## config.mk

```make
export PLATFORM = sky130hd
export DESIGN_NAME = emg_adc_capture
export DESIGN_NICKNAME = d
export VERILOG_FILES = /design/src/rtl/emg_adc_capture.sv
export SDC_FILE = /design/constraint.sdc
export NUM_CORES = 1
export LEC_CHECK = 0
export BUFFER_PORTS_ARGS = -buffer_cell sky130_fd_sc_hd__buf_2
export CAP_MARGIN = 0
export CORE_MARGIN = 3
export CORE_UTILIZATION = 30
export CTS_CLUSTER_DIAMETER = 50
export DETAILED_ROUTE_END_ITERATION = 8
export PLACE_DENSITY = 0.49
export RECOVER_POWER = 100
export SYNTH_ARGS = -nofsm -noshare
export SYNTH_HDL_FRONTEND = slang
export SYNTH_SLANG_ARGS = --single-unit
export TNS_END_PERCENT = 5
```

## constraint.sdc

```tcl
create_clock -name clk_ADC_EMG -period 2.9 [get_ports clk_ADC_EMG]
set_input_delay 0.29 -clock clk_ADC_EMG [delete_from_list [all_inputs] [get_ports clk_ADC_EMG]]
set_output_delay 0.29 -clock clk_ADC_EMG [all_outputs]
set_load 0.02 [all_outputs]
```

## src/rtl/emg_adc_capture.sv

```systemverilog
// EMG SAR ADC receive path: deserializes each conversion, tags it with channel/frame and buffers it in a FWFT FIFO.
// Optional channel-order checker is compiled in when EMG_CAPTURE_SEQ_CHECK_EN is defined.
module emg_adc_capture #(
    parameter int NUM_CH        = 16,
    parameter int ADC_CLK_CYCLE = 13,
    parameter int RES_BITS      = 10,
    parameter int FIFO_DEPTH    = 16
) (
    input  logic                clk_ADC_EMG,
    input  logic                RESET,
    input  logic                EN_ADC_EMG,
    input  logic                START_EMG,
    input  logic [3:0]          CH_SEL_EMG,
    input  logic                DOUT_EMG,
    output logic [RES_BITS+4:0] RD_DATA,
    output logic                RD_VALID,
    input  logic                RD_READY,
    output logic [4:0]          FIFO_LEVEL,
    output logic                OVERFLOW,
    output logic                PROTO_ERR,
    output logic                SEQ_ERR
);

    localparam int CNT_W  = $clog2(ADC_CLK_CYCLE + 1);
    localparam int PTR_W  = $clog2(FIFO_DEPTH);
    localparam int WORD_W = RES_BITS + 5;

    localparam logic [CNT_W-1:0] CNT_ONE   = CNT_W'(1);
    localparam logic [CNT_W-1:0] FIRST_CNT = CNT_W'(ADC_CLK_CYCLE - RES_BITS);
    localparam logic [CNT_W-1:0] LAST_CNT  = CNT_W'(ADC_CLK_CYCLE - 1);
    localparam logic [4:0]       DEPTH_LVL = 5'(FIFO_DEPTH);
    localparam logic [PTR_W-1:0] PTR_ONE   = PTR_W'(1);

    typedef enum logic [0:0] {
        ST_IDLE = 1'b0,
        ST_CONV = 1'b1
    } state_t;

    state_t                state_r;
    state_t                state_next_s;
    logic [CNT_W-1:0]      cnt_r;
    logic [CNT_W-1:0]      cnt_next_s;
    logic                  accept_s;
    logic                  shift_en_s;
    logic                  push_s;
    logic                  proto_set_s;
    logic [3:0]            ch_r;
    logic [RES_BITS-1:0]   shift_r;
    logic [WORD_W-1:0]     word_s;

    logic [WORD_W-1:0]     mem_r [FIFO_DEPTH];
    logic [PTR_W-1:0]      wr_ptr_r;
    logic [PTR_W-1:0]      rd_ptr_r;
    logic [PTR_W-1:0]      rd_ptr_next_s;
    logic [4:0]            level_r;
    logic [4:0]            level_next_s;
    logic                  pop_s;
    logic                  push_ok_s;
    logic                  drop_s;
    logic                  head_valid_next_s;
    logic [WORD_W-1:0]     rd_data_r;
    logic                  rd_valid_r;
    logic                  overflow_r;
    logic                  proto_err_r;

    // Conversion window tracking: decides capture, shift and FIFO-write events
    always_comb begin
        state_next_s = state_r;
        cnt_next_s   = cnt_r;
        accept_s     = 1'b0;
        shift_en_s   = 1'b0;
        push_s       = 1'b0;
        proto_set_s  = 1'b0;
        case (state_r)
            ST_IDLE: begin
                if (START_EMG && EN_ADC_EMG) begin
                    accept_s     = 1'b1;
                    state_next_s = ST_CONV;
                    cnt_next_s   = CNT_ONE;
                end else begin
                    state_next_s = ST_IDLE;
                end
            end
            ST_CONV: begin
                if (!EN_ADC_EMG) begin
                    proto_set_s  = 1'b1;
                    state_next_s = ST_IDLE;
                    cnt_next_s   = '0;
                end else begin
                    if (START_EMG) begin
                        proto_set_s = 1'b1;
                    end else begin
                        proto_set_s = 1'b0;
                    end
                    if (cnt_r >= FIRST_CNT) begin
                        shift_en_s = 1'b1;
                    end else begin
                        shift_en_s = 1'b0;
                    end
                    // Final bit goes straight into the written word, so the FSM is free again next cycle
                    if (cnt_r == LAST_CNT) begin
                        push_s       = 1'b1;
                        state_next_s = ST_IDLE;
                        cnt_next_s   = '0;
                    end else begin
                        cnt_next_s   = cnt_r + CNT_ONE;
                    end
                end
            end
            default: begin
                state_next_s = ST_IDLE;
                cnt_next_s   = '0;
            end
        endcase
    end

    // State and cycle counter registers
    always_ff @(posedge clk_ADC_EMG or posedge RESET) begin
        if (RESET) begin
            state_r <= ST_IDLE;
            cnt_r   <= '0;
        end else begin
            state_r <= state_next_s;
            cnt_r   <= cnt_next_s;
        end
    end

    // Channel latch and MSB-first result shift register
    always_ff @(posedge clk_ADC_EMG or posedge RESET) begin
        if (RESET) begin
            ch_r    <= 4'd0;
            shift_r <= '0;
        end else if (accept_s) begin
            ch_r    <= CH_SEL_EMG;
            shift_r <= '0;
        end else if (shift_en_s) begin
            shift_r <= {shift_r[RES_BITS-2:0], DOUT_EMG};
        end
    end

    assign word_s = {(ch_r == 4'd0), ch_r, shift_r[RES_BITS-2:0], DOUT_EMG};

    // FIFO push/pop arbitration and next occupancy
    always_comb begin
        pop_s     = rd_valid_r & RD_READY;
        push_ok_s = 1'b0;
        drop_s    = 1'b0;
        if (push_s) begin
            if ((level_r == DEPTH_LVL) && !pop_s) begin
                drop_s = 1'b1;
            end else begin
                push_ok_s = 1'b1;
            end
        end else begin
            push_ok_s = 1'b0;
        end
        if (pop_s) begin
            rd_ptr_next_s = rd_ptr_r + PTR_ONE;
        end else begin
            rd_ptr_next_s = rd_ptr_r;
        end
        level_next_s = level_r + {4'd0, push_ok_s} - {4'd0, pop_s};
        // Head reflects only words stored before this edge, giving the one-cycle write-to-visible latency
        head_valid_next_s = ((level_r - {4'd0, pop_s}) != 5'd0);
    end

    // FIFO storage
    always_ff @(posedge clk_ADC_EMG) begin
        if (push_ok_s) begin
            mem_r[wr_ptr_r] <= word_s;
        end
    end

    // FIFO pointers, occupancy and registered head word
    always_ff @(posedge clk_ADC_EMG or posedge RESET) begin
        if (RESET) begin
            wr_ptr_r   <= '0;
            rd_ptr_r   <= '0;
            level_r    <= 5'd0;
            rd_valid_r <= 1'b0;
            rd_data_r  <= '0;
        end else begin
            if (push_ok_s) begin
                wr_ptr_r <= wr_ptr_r + PTR_ONE;
            end
            rd_ptr_r   <= rd_ptr_next_s;
            level_r    <= level_next_s;
            rd_valid_r <= head_valid_next_s;
            if (head_valid_next_s) begin
                rd_data_r <= mem_r[rd_ptr_next_s];
            end
        end
    end

    // Sticky error flags
    always_ff @(posedge clk_ADC_EMG or posedge RESET) begin
        if (RESET) begin
            overflow_r  <= 1'b0;
            proto_err_r <= 1'b0;
        end else begin
            overflow_r  <= overflow_r | drop_s;
            proto_err_r <= proto_err_r | proto_set_s;
        end
    end

`ifdef EMG_CAPTURE_SEQ_CHECK_EN
    logic [3:0] exp_ch_r;
    logic       first_r;
    logic       seq_err_r;
    logic       seq_bad_s;
    logic [3:0] exp_next_s;

    // Channel-order comparison for an accepted start
    always_comb begin
        exp_next_s = 4'(({1'b0, CH_SEL_EMG} + 5'd1) % 5'(NUM_CH));
        if ({1'b0, CH_SEL_EMG} >= 5'(NUM_CH)) begin
            seq_bad_s = 1'b1;
        end else if (!first_r && (CH_SEL_EMG != exp_ch_r)) begin
            seq_bad_s = 1'b1;
        end else begin
            seq_bad_s = 1'b0;
        end
    end

    // Expected-channel tracker; resynchronizes to whatever channel was received
    always_ff @(posedge clk_ADC_EMG or posedge RESET) begin
        if (RESET) begin
            exp_ch_r  <= 4'd0;
            first_r   <= 1'b1;
            seq_err_r <= 1'b0;
        end else if (accept_s) begin
            exp_ch_r  <= exp_next_s;
            first_r   <= 1'b0;
            seq_err_r <= seq_err_r | seq_bad_s;
        end
    end

    assign SEQ_ERR = seq_err_r;
`else
    assign SEQ_ERR = 1'b0;
`endif

    assign RD_DATA    = rd_data_r;
    assign RD_VALID   = rd_valid_r;
    assign FIFO_LEVEL = level_r;
    assign OVERFLOW   = overflow_r;
    assign PROTO_ERR  = proto_err_r;

endmodule
```

# Yosys cells after proc, flatten, opt, wreduce, memory -nomap -nowiden
# Memory sizes are Yosys's and may differ from the RTL's. A register that Yosys moved wholly into a read port is not among the register bits.
# Cells that the tools add are included.
# Widths: inputs -> output; s select.
# word_totals
wordCells,58
rom_bits,0
n_memories,1
ff_bits,34
latch_bits,0
ram_bits,240
# classes
shift,0
bitwise,4
div,0
n_mux,27
eq_ne,3
n_mul,0
n_reduce_logical,6
order_cmp,1
n_addsub,6
# mem_list
memory,depth,width,rd,rd_ports_with_merged_regs,write_ports,line_no,source
mem_r,16,15,1,1,1,51,logic [WORD_W-1:0] mem_r [FIFO_DEPTH];
# ops
operator,count
$mux 1,19
$mux 9,2
$mux 4,4
$add 4x1->4 const B,3
$sub 5x1->5,2
$pmux 4 s2,1
$add 5x1->5,1
$eq 5x5->1 const B,1
$reduce_bool 5->1,1
$eq 4x4->1 const B,1
$ge 4x2->1 const B,1
$logic_not 4->1,1
$logic_and 1x1->1,2
$ne 2x2->1 const B,1
$or 1x1->1,2
$pmux 1 s2,1
$reduce_bool 2->1,1
$and 1x1->1,1
$logic_not 1->1,1
$not 1->1,1

# Longest topological paths before layout
# depth
ltp_word,7
depth_mapped,14
mapped_depth_nobuf,13

# Worst setup path after synthesis
# Ideal clock, no wire load.
# synth_timing
kind,reg-to-reg
from,reg level_r[2] (netlist: FIFO_LEVEL[2])
to,"mem mem_r[3][0] (netlist bit), enable pin"
arrival_ns,2.584
setup_slack_ns,-0.090
setup_ns,0.406
path_stages_with_launch,8
n_path_buf,1
period_less_slack_ns,2.990
cell_sequence,dfrtp_1 inv_1 ha_1 nand4_1 nor2b_1 clkbuf_1 nand2_1 nor3_1
# synth_via
elab_chain_cells,6
# synth_rtl
element,line_no,source
start: declaration,55,logic [4:0] level_r;
start signal: assignment,187,level_r <= level_next_s;
$eq 5x5->1,149,if ((level_r == DEPTH_LVL) && !pop_s) begin
$logic_and 1x1->1,149,
$mux 1,149,
$mux 1,148,if (push_s) begin
$mux 1,169,if (push_ok_s) begin
$mux 1 (implied by the code),170,mem_r[wr_ptr_r] <= word_s;
end: declaration,51,
# Every way passes these cells.

# Final worst setup path
# layout_timing
from,reg level_r[2] (netlist: FIFO_LEVEL[2])
to,"mem mem_r[4][5] (netlist bit), enable pin"
# Same word-level chain as after synthesis.

==> summary by stage <==
Pwr
The analysis attributes to net switching a power of 5380 uW. Of the total power, the clock network draws 0.304. The fraction of power consumed by combinational cells is 0.379.

The internal portion of the total power is 10500 uW. IR analysis of the VDD net gives a maximum drop of 0.000991 V. The power density of the placed cells is ~1000 nW/um2. In this run the static leakage power is 0.00550 uW. The completed layout was analyzed and its total power is between 15000 and 20000 uW.

The sequential share of power is 0.317. Of the total power, the share spent switching nets is 0.339.

Placement
At the placement stage, the worst setup path has a slack of 0.296 ns. After detailed placement, the design holds a cell count of between 1000 and 1500. The final weighted congestion in routability-driven placement is between 0.7 and 0.8.

The sum of net half-perimeters after detailed placement is 20200 um. The number of buffers inserted by port buffering is 32.

Setup path
In this run the worst path has a maximum fanout of 13. The worst endpoint required time is just over 3 ns. In this run the critical register-to-register path is launched from FIFO_LEVEL[2]$_DFF_PP0_. The critical path launch point type is a flip-flop.

The arrival time at the worst endpoint is between 2 and 3 ns. The startpoint-to-endpoint class of the critical path is reg2reg. The depth of the worst register-to-register path is 8. Setup slack on the worst reg-to-reg path comes out at 0.19 ns. The worst register-to-register path ends at mem_r[4][5]$_DFFE_PP_. The element type at the critical path end is a flip-flop.

Timing
The slack of the critical path is 0.186 ns. In the finished design, the share of the clock period the worst path needs comes to 0.936. For the pin with the worst max-slew slack, the measured transition is around 1.7 ns. The normalized max-slew margin is -0.104.

The final worst hold slack is 0.0172 ns. On the final layout, the worst clock skew is 0.0249 ns. Setup violations remaining at the end of the flow were counted as 0. The count of pins over their slew limit is 38. After layout, the minimum clock period comes to 2.71 ns.

The maximum clock frequency is 0.368 GHz. The number of hold violations in the final report is 0. Setup repair after global routing left no endpoint under its margin.

Synthesis
The average instance area after synthesis is 16.2 um2. The cell area that synthesis handed to floorplanning was 12800 um2. The count of yosys warnings during synthesis is 0. Counting every instance in the synthesized netlist gives 787. The share of flip-flops with an asynchronous set or reset is 0.170. In this run, synthesis produced a sequential element count of 289. Synthesis instantiated a little under 50 different standard cells from the library. The most used flip-flop cell after synthesis is edfxtp_1.

The number of enable flip-flop cells after synthesis is 240. The synthesized net count is 814. The share of the Yosys chip area taken by registers is 0.660.

Drt
The post-detailed-routing wire length is 31900 um. The detailed-routed wire length on met2 is between 15000 and 20000 um. In the detailed route, the total length drawn on met3 is 1240 um. The detailed router used layers up to and including met4. The detailed router put a total of 14600 um of wire on met1. The number of nets still failing antenna checks after routing is 0. Using the TritonRoute via totals, the vias-per-cell ratio works out to 4.94.

Detailed routing inserted a total of 7075 vias. In the routed design, unresolved DRC markers number 0. The number of iterations in the first detailed-routing pass is 4. After detailed routing, the average wire length per cell comes to 22.3 um. The detailed router finished its first iteration with 544 violations.

Floorplan
During I/O placement, the number of pins put on the boundary was 34. From left edge to right edge, the die measures 212 um. For this configuration, the core starts out at a cell density of 0.308. The floorplan step set the die height to approximately 210 um. The number of rows in the core area is 74. In this run the standard cell core region covers 41500 um2. The die covers roughly 45000 um2.

CTS
Buffers added to address setup during post-CTS repair amount to 0. The clock net in this run drives a total of 289 sinks. The maximum number of buffers from clock root to sink is 3.

The TritonCTS clock tree is built. The number of clock buffers added by TritonCTS is 37. The clock transition at the registers of the reported paths is approximately 0.06 ns. The source-to-sink clock delay at the later pin of the worst-skew pair is 0.53 ns. The clock root buffer master is clkbuf_16. In this run the number of H-tree levels came out at 2.

Global route
The global-route usage over all layers is 0.143. The largest net degree at the start of global routing is 38. The first global-routing pass estimated around 48000 um of wire.

The initial antenna violation count came to 0. The total grt overflow is 0. The number of global-route vias before repair is 7444.

Finish
The most common cell after layout, fill and taps aside is edfxtp_1. In the final layout, the share of cells above drive strength 1 is 0.190. The utilization of the core after routing is 0.365. The non-filler instance count after layout is 1431. The number of nets in the layout is 897.

The area growth from synthesis to layout is 18.6%. The number of diodes added for antenna fixing is 0. The library cells used most frequently in the layout, excluding fill and tap cells, are edfxtp_1, mux2i_1, nand2_1.

Min path
The worst hold path terminates at ch_r[1]$_DFFE_PP0P_. The worst hold path begins at CH_SEL_EMG[1]. The number of cells on the worst hold path is 2.

The min-delay analysis places its worst path in the category in2reg.

Run status
The flow ran to the end, but the final reports show violations. The final reports fail on capacitance limit, slew limit.

Run
Across the run, the number of max-cap violations was 1.
## synthesized netlist by cell type, types with 3 or more instances
master	number	area (um2)
edfxtp_1	240	7210
mux2i_1	137	1370
nand2_1	63	236
dfrtp_1	49	1230
nor2_1	36	135
mux4_2	34	766
a21oi_1	28	140
buf_2	21	105
inv_1	18	67.6
ha_1	16	200
a32o_1	14	140
clkbuf_1	14	52.6
a211oi_1	13	97.6
a221o_1	13	130
mux4_1	10	263
xnor2_1	9	78.8
o21ai_0	7	35.0
mux2_2	6	67.6
nand2b_1	6	37.5
buf_4	5	37.5
nand4_1	5	31.3
nor3_1	5	25.0
buf_1	3	11.3
nand3_1	3	15.0
o211ai_1	3	22.5
## worst max-delay path: stages (launching register included)
cell and delay (ns):
dfrtp_1 0.41, inv_1 0.12, ha_1 0.25, nand4_1 0.13
nor2b_1 0.17, clkbuf_1 0.42, nand2_1 0.27, nor2_2 0.22
clkbuf_4 0.36
## per-layer routing
metal | GRT usage | up-vias
met5 | 0 | -
met4 | 0.0312 | 0
met3 | 0.0258 | 38
met2 | 0.239 | 116
met1 | 0.197 | 3655
li1 | - | 3266
## worst max path at each step
stage | depth (start not counted) | end | startpoint
detailed placement | 13 | FIFO_LEVEL[4]$_DFF_PP0_ | FIFO_LEVEL[2]$_DFF_PP0_
CTS | 13 | FIFO_LEVEL[4]$_DFF_PP0_ | FIFO_LEVEL[2]$_DFF_PP0_
floorplan | 7 | mem_r[0][0]$_DFFE_PP_ | FIFO_LEVEL[2]$_DFF_PP0_
global placement | 7 | RD_DATA[5]$_DFFE_PP0P_ | rd_ptr_r[1]$_DFF_PP0_
global route | 8 | mem_r[4][13]$_DFFE_PP_ | FIFO_LEVEL[2]$_DFF_PP0_
finish | 8 | mem_r[4][5]$_DFFE_PP_ | FIFO_LEVEL[2]$_DFF_PP0_
## final cells by class
class                           instances  area (um2)
Fill cell                            3920       26300
Sequential cell                       289        8440
Multi-Input combinational cell        433        4080
Clock buffer                           50        1050
Tap cell                              532         666
Timing Repair Buffer                   89         586
Clock inverter                         18         262
Inverter                               20        80.1
## power groups by stage
| stage | combinational, uW | clock [uW] | sequential (uW) |
|---|---|---|---|
| 5_1_grt | 6490 | 5120 | 5050 |
| 2_1_floorplan | 4050 | 0 | 5180 |
| 3_5_place_dp | 6150 | 0 | 5110 |
| 3_3_place_gp | 6120 | 0 | 5110 |
| 4_1_cts | 6180 | 4940 | 5030 |
| 6_report | 6020 | 4820 | 5030 |
## sequential cells by signal, summed over array words and instances (netlist names)
register / count
mem_r: 240
ch_r: 4
RD_DATA: 15
state_r: 1
rd_ptr_r: 4
OVERFLOW: 1
PROTO_ERR: 1
RD_VALID: 1
FIFO_LEVEL: 5
cnt_r: 4
shift_r: 9
wr_ptr_r: 4
## stage by stage
stage	area, um2	setup TNS (ns)
floorplan	12800	-2.41
global placement	13900	0
detailed placement	13900	0
CTS	15300	0
global route	15200	0
finish	15200	0
## kinds of logic (layout without fill, tap and decap cells)
group	Yosys count	count (layout)	synth area share
flip-flops	289	289	0.660
multiplexers	188	188	0.195
AND/OR/NAND/NOR	128	128	0.0440
AO/OA/AOI/OAI	87	87	0.0497
buffers and inverters	65	177	0.0242
adder cells (fa/ha/maj)	17	17	0.0172
XOR/XNOR	12	12	0.00970
other	1	1	0.000293
## what timing repair did
action | in CTS | in global routing
gates resized for setup | 0 | 0
hold buffers | 2 | 0
hold endpoints to repair | 2 | 0
Note: power is estimated with default switching activity, not from simulation.
